### src/rtl/bcd_down_counter.sv
// Cascadable multi-digit BCD down counter with clamped parallel load, ET/EP enables,
// combinational borrow-out and registered done / load_err pulses.
module bcd_down_counter #(
  parameter int DIGITS = 2,
  parameter bit WRAP   = 1'b1
) (
  input  logic                clk,
  input  logic                CR,
  input  logic                LD_n,
  input  logic                ET,
  input  logic                EP,
  input  logic [4*DIGITS-1:0] D,
  output logic [4*DIGITS-1:0] Q,
  output logic                bo,
  output logic                zero,
  output logic                done,
  output logic                load_err
);

  localparam int W = 4 * DIGITS;
  localparam logic [W-1:0] ZEROS = {W{1'b0}};
  localparam logic [W-1:0] NINES = {DIGITS{4'd9}};

  logic [W-1:0] dec_val;
  logic [W-1:0] load_val;
  logic         load_bad;

  function automatic logic [3:0] clamp_digit(input logic [3:0] dig);
    return (dig > 4'd9) ? 4'd9 : dig;
  endfunction

  // Ripple-borrow decrement of the current state and clamped load value
  always_comb begin
    logic borrow;
    borrow   = 1'b1;
    dec_val  = ZEROS;
    load_val = ZEROS;
    load_bad = 1'b0;
    for (int i = 0; i < DIGITS; i++) begin
      if (borrow) begin
        if (Q[4*i +: 4] == 4'd0) begin
          dec_val[4*i +: 4] = 4'd9;
        end else begin
          dec_val[4*i +: 4] = Q[4*i +: 4] - 4'd1;
        end
      end else begin
        dec_val[4*i +: 4] = Q[4*i +: 4];
      end
      borrow            = borrow & (Q[4*i +: 4] == 4'd0);
      load_val[4*i +: 4] = clamp_digit(D[4*i +: 4]);
      load_bad          = load_bad | (D[4*i +: 4] > 4'd9);
    end
  end

  assign zero = (Q == ZEROS);
  assign bo   = ET & zero;

  // State and pulse registers; priority is clear, load, count, hold
  always_ff @(posedge clk) begin
    if (CR) begin
      Q        <= ZEROS;
      done     <= 1'b0;
      load_err <= 1'b0;
    end else if (!LD_n) begin
      Q        <= load_val;
      done     <= 1'b0;
      load_err <= load_bad;
    end else if (ET && EP) begin
      load_err <= 1'b0;
      if (zero) begin
        // The all-zero step is never a "counted arrival" at zero
        Q    <= WRAP ? NINES : ZEROS;
        done <= 1'b0;
      end else begin
        Q    <= dec_val;
        done <= (dec_val == ZEROS);
      end
    end else begin
      Q        <= Q;
      done     <= 1'b0;
      load_err <= 1'b0;
    end
  end

endmodule

### config.mk
export PLATFORM = sky130hd
export DESIGN_NAME = bcd_down_counter
export DESIGN_NICKNAME = d
export VERILOG_FILES = /design/src/rtl/bcd_down_counter.sv
export SDC_FILE = /design/constraint.sdc
export NUM_CORES = 1
export LEC_CHECK = 0
export BUFFER_PORTS_ARGS = -buffer_cell sky130_fd_sc_hd__buf_4
export CAP_MARGIN = 20
export CORE_AREA = 2 2 39 41
export DETAILED_ROUTE_END_ITERATION = 16
export DIE_AREA = 0 0 41 43
export PLACE_DENSITY = 0.76
export SLEW_MARGIN = 20
export SYNTH_ARGS = -nofsm -noshare
export SYNTH_HDL_FRONTEND = slang
export SYNTH_SLANG_ARGS = --single-unit
### constraint.sdc
create_clock -name clk -period 3 [get_ports clk]
set_input_delay 0.45 -clock clk [delete_from_list [all_inputs] [get_ports clk]]
set_output_delay 0.45 -clock clk [all_outputs]
set_load 0.02 [all_outputs]
==> results.md, run 1 <==
Status:
- The flow ran to the end, and the final reports show no timing, DRC or antenna violations.

Worst setup path:
- The setup check on the worst reg-to-reg path leaves a slack of 1550 ps.
- The number of cells on the worst reg-to-reg path is 3.
- Traced cell by cell, the critical path runs through nor4_1 -> nand2_1 -> nor3_1 -> buf_4.
- The cell family contributing the most delay on the critical path is simple AND/OR/NAND/NOR gates.
- The critical path class is reg2out.
- The slowest stage of the critical path is the nor4_1 cell.
- The data required time at the worst endpoint is about 2600 ps.
- The combined buffer and inverter count along the critical path is 1.
- The end of the worst register-to-register path is Q[6].
- The count of cell instances traversed by the critical path is 4.
- The critical path launch point type is a flip-flop.
- The launch point of the worst reg-to-reg path is Q[3].
- Of all nets on the critical path, the largest fanout is 7.
- Data arrives at the worst endpoint at 1660 ps.
- STA classifies the critical path endpoint as an output port.
- The delay of the slowest critical-path stage is around 540 ps.

Cells and area:
- The number of antenna diodes in the final layout is 0.
- The filler cell count in the final layout is 125.
- The final cell count without fillers is between 100 and 150.
- The multi-input combinational cell area is about 400 µm².
- Across the whole layout, storage elements account for between 200 and 250 µm².
- After the last flow step, the layout net total stands at between 100 and 150.
- The fraction of final layout cells with drive strength greater than 1 is 0.351.
- The layout-stage area growth over the synthesis result is 34.0%.

Logic synthesis:
- The cell area that synthesis handed to floorplanning was between 600 and 700 µm².
- In the synthesized netlist, the number of instances is 70.
- The average footprint of a synthesized cell is 8.78 µm².
- When the netlist entered floorplanning its net count stood at 83.
- The share of async-settable or async-resettable flops after synthesis is 0.
- For this run, the leading register cell type out of synthesis is dfxtp_1.
- After synthesis the netlist holds a flip-flop and latch count of 10.
- The number of warnings printed during yosys synthesis is 0.
- The share of the Yosys chip area taken by registers is 0.326.
- The number of enable-type register cells in the synthesized netlist is 0.
- Yosys mapped the design onto 36 distinct sky130hd cell types.

Floorplan:
- The die span in x is around 41 µm.
- The die footprint is about 1800 µm².
- The die outline height is around 43 µm.
- The number of top-level design ports is 25.
- The number of standard-cell rows in the floorplan is 14.
- The region available for standard cell placement spans 1380 µm².
- For this configuration, the core starts out at a cell density of 0.444.

Clock network:
- In this run the number of H-tree levels came out at 1.
- Clock-pin slew was measured on the worst setup and hold paths at around 70 ps.
- Counting every sink on the clock net gives 10.
- The TritonCTS clock tree is yes.
- The number of resized instances in the post-cts repair step is 0.
- The number of clock buffers added by TritonCTS is 3.
- After clock tree synthesis, the flow added hold-fix buffers numbering 0.
- The post-CTS repair timing setup buffer count is 0.
- The number of buffers on the longest clock path is 2.
- The root buffer cell chosen for the clock tree is clkbuf_4.
- For the worst-skew pair, the clock arrives at the later sink with an insertion delay of between 200 and 300 ps.

Placed design:
- At the end of routability-driven placement, the weighted congestion stood at 0.823.
- Counting tap cells, the placed design contains a total of approximately 110 instances.
- Buffers placed on the I/O ports in this run total 24.
- The detailed-placement wirelength estimate is between 1000 and 1500 µm.

Flow run:
- The tool flagged a number of max-cap violations equal to 0.

Timing:
- The time the final worst path needs with I/O delays and setup is 2110 ps.
- The headroom to the max-slew limit is 0.626.
- At the pin with the least slew margin, the transition time is 555 ps.
- Dividing the final minimum period by the clock period gives 0.704.
- Setup violations remaining at the end of the flow were counted as 0.
- In the final timing run, aggregate negative setup slack is 0 ps.
- The number of hold violations in the final report came to 0.
- The final max-slew violation count is 0.
- The highest clock frequency the design can meet is about 0.47 GHz.
- The worst clock skew on the final layout is between 3 and 4 ps.
- Setup repair after global routing left no endpoint under its margin.

Hold path:
- The worst hold endpoint is Q[4].
- The tightest min-delay check is of the in2reg type.
- The hold path startpoint is CR.
- The instance count along the most critical hold path is 2.

Global routing:
- The pin count of the biggest net entering global routing is 19.
- The total routing usage reported by global routing is 0.221.
- The number of antenna violations at the first check in global routing is 0.
- The first global-routing pass estimated between 2000 and 3000 µm of wire.
- The via count of the first global-routing pass is roughly 590.
- The overflow left after global routing is 0.

Routing:
- After detailed routing, the total wire length is approximately 1600 µm.
- The count of nets left with antenna violations once routing finished came out at 0.
- The first-iteration detailed-routing DRC count is 21.
- The count of TritonRoute iterations in the first routing pass is 4.
- The detail-routed net length per standard cell is 14.5 µm.
- The count of vias placed by the detailed router is roughly 620.
- After detailed routing, the number of vias per cell comes to ~5.6.
- The number of remaining DRC errors is 0.

Power and ir drop:
- The worst vdd rail ir drop is 273 µV.
- For this design the static power due to leakage is ~0.35 nW.
- The total power consumption of the routed design is ~340 µW.
- Dividing total power by cell area gives a power density of 418 nW/µm².
-- power breakdown --
group          internal, mW  switching (mW)  total, mW  leakage, nW
clock                0.0463          0.0449     0.0912       0.0138
combinational        0.0482          0.0505     0.0988        0.255
sequential            0.141          0.0126      0.154       0.0825
-- kinds of logic (layout without fill, tap and decap cells) --
group,count (synthesis),in the layout,share of synthesized area
and+or+nand+nor,34,34,0.391
xor gates and xnor gates,1,1,0.0143
buffers and inverters,5,29,0.0346
AOI/OAI and AO/OA,20,20,0.234
DFF,10,10,0.326
-- metal layers --
metal / routed length [µm] / global-route usage / vias to the layer above
li1: - / - / 323
met1: 757 / 0.297 / 286
met2: 773 / 0.322 / 10
met3: 56 / 0.0366 / 2
met4: 9 / 0.120 / 0
met5: 0 / 0 / -
-- cells in the final DEF, fill, tap and decap left out, types with 2 or more instances in the layout --
cell,instances
nand2_1,4
dfxtp_1,10
a21oi_1,3
clkbuf_4,3
inv_1,2
buf_4,24
nor2_1,6
o21ai_0,5
nor4_1,2
and4bb_2,2
nor3b_1,2
nand3b_1,2
or3_1,2
nor3_1,2
a311oi_1,4
-- sequential cells by signal, summed over array words and instances (netlist names) --
register / count
done: 1
load_err: 1
Q: 8
-- area by class of cell --
| cell class | instances | share of cell area |
|---|---|---|
| multi-input cells | 55 | 0.477 |
| flip-flops and latches | 10 | 0.243 |
| repair buffers | 24 | 0.219 |
| clock buffers | 3 | 0.0274 |
| well taps | 16 | 0.0243 |
| inverters | 2 | 0.00912 |
-- worst reg2reg max path: stages (launching register included) --
cell     delay (ps)
dfxtp_1         360
nor4_1          540
a21oi_1         150
a311o_1         300
-- worst max-delay path by stage --
stage                       to  start
after floorplan           zero   Q[3]
after global placement    zero   Q[3]
after detailed placement  zero   Q[3]
after CTS                 zero   Q[3]
after global routing      zero   Q[3]
final                     zero   Q[3]
-- Yosys cell counts, types with 2 or more instances --
cell type  count  area share
o21ai_0        5       0.041
nor2_1         6       0.037
nor4_1         2       0.020
a311oi_1       4       0.057
or3_1          2       0.020
nor3b_1        2       0.024
and4bb_2       2       0.041
dfxtp_1       10        0.33
nand2_1        4       0.024
buf_2          2       0.016
nor3_1         2       0.016
nand3b_1       2       0.024
a21oi_1        3       0.024
inv_1          2       0.012
-- stage by stage --
stage | util | setup slack (ps) | area, µm² | hold WS, ps
2_1_floorplan | - | 1140 | 614 | 608
3_3_place_gp | 0.579 | 1270 | 801 | 548
3_5_place_dp | 0.579 | 1190 | 801 | 553
4_1_cts | 0.595 | 896 | 823 | 437
5_1_grt | 0.595 | 732 | 823 | 448
6_report | 0.595 | 887 | 823 | 449
(Power assumes the default switching activity.)
==> run 2, diff against run 1 <==
--- a/config.mk
+++ b/config.mk
@@ -7,10 +7,9 @@
 export LEC_CHECK = 0
 export BUFFER_PORTS_ARGS = -buffer_cell sky130_fd_sc_hd__buf_4
 export CAP_MARGIN = 20
-export CORE_AREA = 2 2 39 41
+export CORE_UTILIZATION = 45
 export DETAILED_ROUTE_END_ITERATION = 16
-export DIE_AREA = 0 0 41 43
-export PLACE_DENSITY = 0.76
+export PLACE_DENSITY = 0.74
 export SLEW_MARGIN = 20
 export SYNTH_ARGS = -nofsm -noshare
 export SYNTH_HDL_FRONTEND = slang
==> constraint.sdc (replaced) <==
create_clock -name clk -period 2.1 [get_ports clk]
set_input_delay 0.315 -clock clk [delete_from_list [all_inputs] [get_ports clk]]
set_output_delay 0.315 -clock clk [all_outputs]
set_load 0.02 [all_outputs]
==> run 2 against run 1 <==
  * Combinational power rose by 42%
  * First-iteration DRC count down 43%
  * Sequential share of layout area decreased by 0.11 points
  * Final area up 0.46%
  * Final cell count down 1.8%
  * Non-clock buffer count unchanged
  * Clock-buffer cell count unchanged
  * Sequential cell count did not move
  * Via count increased by 3.1%
  * Setup slack lost 640 ps
  * Critical path type unchanged
  * Largest cell class unchanged
==> results.md, run 2 (synthesis gave the netlist of run 1 again) <==
Global routing:
- Across every metal layer, demand over resource in global routing totals 0.252.
- The number of antenna violations at the first check in global routing came to 0.
- The via count of the first global-routing pass is about 530.
- The first-pass GRT wire length is roughly 2500 µm.
- Global routing finished with a remaining overflow of 0.
- The pin count of the biggest net entering global routing is 19.

Floorplan:
- Row generation in the floorplan step produced 12 rows.
- The core region is around 1200 µm².
- The number of top-level design ports is 25.
- The initial utilization of the core area, before any placement, comes to 0.518.
- The die is just under 40 µm wide.
- The die footprint is 1520 µm².
- The die outline height is approximately 40 µm.

Clock network:
- The clock edge transition at the registers on the reported setup and hold paths is ~60 ps.
- The clock root buffer is clkbuf_4.
- The cts-stage hold buffer count is 0.
- The TritonCTS clock tree is yes.
- The total CTS buffers is 3.
- The post-CTS repair timing setup buffer count is 0.
- The number of clock sinks is 10.
- The clock passes through at most 2 buffers.
- The clock latency on the worst-skew pair is 260 ps.
- CTS built an H-tree with a depth of 1.

Power and ir drop:
- Power spread over the standard cell area amounts to approximately 600 nW/µm².
- The share of total power dissipated in the clock network is 0.264.
- The proportion of power drawn by flip-flops and latches is 0.451.
- Summed over all cells, the static leakage comes to ~0.35 nW.
- The worst-case IR drop observed on VDD is roughly 300 µV.
- The switching portion of total power is 0.314.
- The portion of total power attributed to combinational logic is 0.284.
- The net switching component of the power is 155 µW.
- The internal power is 338 µW.

Cells and area:
- Compared with the post-synthesis result, the final layout area differs by 34.6%.
- Counting flops per register, the top entry is Q.
- In the final layout, the share of cells above drive strength 1 is 0.362.
- The flip-flop count of the largest register, all copies and words added is 8.
- The largest registers in the layout are Q: 8 flops, done: 1 flops, load_err: 1 flops.
- The count of inserted antenna diode cells is 0.
- The number of nets in the layout is 109.
- The library cell used most frequently in the layout, excluding fill and tap cells, is buf_4.
- The cell area after layout is 827 µm².
- In the layout the commonest cells are 24 x buf_4, 10 x dfxtp_1, 6 x nor2_1.

Routing:
- The number of remaining DRC errors is 0.
- For this run, the detailed router's first-pass iteration total came to 4.
- The wire length after detailed routing is ~1600 µm.
- The number of nets with antenna violations after detailed routing is 0.
- In this run, the number of DRC markers left after iteration 0 of detailed routing was 12.
- The detail-routed net length per standard cell is approximately 15 µm.
- Dividing the detail-routed via count by the number of cells gives about 5.9.
- The count of vias placed by the detailed router is 640.

Timing:
- The number of endpoints failing setup at the final stage is 0.
- Setup repair after global routing left no endpoint under its margin.
- The slew at the pin closest to its max-slew limit is around 410 ps.
- The final max-slew violation count is 0.
- Setup total negative slack on the finished layout was measured at 0 ps.
- The number of hold violations in the final report was 0.
- The worst clock skew on the final layout is roughly 0.61 ps.
- The routed design could run at a clock period as short as about 1800 ps.
- The post-route fraction of the period consumed by the critical path is 0.881.
- The worst pin sits at a relative slew slack of 0.723.
- The minimum setup slack in the final design is about 250 ps.
- Timing would allow up to 0.541 GHz.

Placed design:
- The detailed-placement wirelength estimate is 1180 µm.
- The congestion estimate from routability-driven global placement came to ~0.77.
- The worst setup timing slack at the placement stage is around 430 ps.
- During placement, the flow inserted port buffers numbering 24.
- Summing all placed instances gives a cell area of approximately 800 µm².

Worst setup path:
- The kind of capture point of the worst setup path is an output port.
- STA classifies the critical path startpoint as a flip-flop.
- The largest fanout on the critical path is 7.
- The data required time at the worst endpoint is 1780 ps.
- The cell family contributing the most delay on the critical path is simple AND/OR/NAND/NOR gates.
- On the critical path, the stage with the largest delay is an instance of nor4_2.
- The arrival time of the worst setup path is ~1500 ps.
- The combined buffer and inverter count along the critical path is 1.
- The critical path class is reg2out.
- Walking the worst path, the cells encountered are nor4_2 -> nand2_1 -> nor3_1 -> buf_4.
- The delay of the slowest critical-path stage is 450 ps.

Status:
- The flow ran to the end, and the final reports show no timing, DRC or antenna violations.

Hold path:
- The path category of the worst min-delay check is in2reg.

Flow run:
- The number of max-cap violations is 0.
[run 2: cell counts in the layout (fill, tap and decap cells not counted)]
No cell type changed its count.
[run 2: stage by stage]
stage	hold WS, ps	instances	power (mW)	util
global placement	538	105	0.361	0.673
finish	309	108	0.493	0.697
detailed placement	556	105	0.363	0.673
floorplan	476	70	0.303	-
global route	305	108	0.522	0.697
CTS	304	108	0.495	0.692
[run 2: layout make-up]
| cell class | instances | area, µm² |
|---|---|---|
| Timing Repair Buffer | 24 | 180 |
| Tap cell | 14 | 17.5 |
| Sequential cell | 10 | 200 |
| Fill cell | 96 | 359 |
| Multi-Input combinational cell | 55 | 399 |
| Inverter | 2 | 7.51 |
| Clock buffer | 3 | 22.5 |
[run 2: path summary, 6_finish.rpt]
path                            startpoint    to  slack, ps  cells after the start
worst max register to register        Q[2]  Q[1]        700                      3
worst max-delay path                  Q[3]  zero        250                      4
worst min-delay path                    CR  Q[2]        310                      2
worst min register to register        Q[5]  Q[5]        580                      2
[run 2: per-layer routing]
| layer | share of wire | vias up | GRT usage |
|---|---|---|---|
| li1 | - | 325 | - |
| met1 | 0.48 | 290 | 0.334 |
| met2 | 0.46 | 25 | 0.392 |
| met3 | 0.057 | 0 | 0.0867 |
| met4 | 0 | 0 | 0.0517 |
| met5 | 0 | - | 0 |
[run 2: timing repair]
item | 4_1_cts | 5_1_grt
setup endpoints to repair | 0 | 1
hold endpoints to repair | 0 | 0
resized for setup | 0 | 1
[run 2: worst register-to-register path, cell delays in order (launching register included)]
cell      delay [ps]
dfxtp_1          460
nor2_1           100
or4_1            470
a311oi_1         290
[run 2: power by group through the flow]
stage	registers, mW	logic [mW]	clock network, mW
CTS	0.221	0.139	0.135
detailed placement	0.225	0.138	0
floorplan	0.235	0.0678	0
global route	0.225	0.151	0.146
global placement	0.224	0.137	0
finish	0.222	0.140	0.130
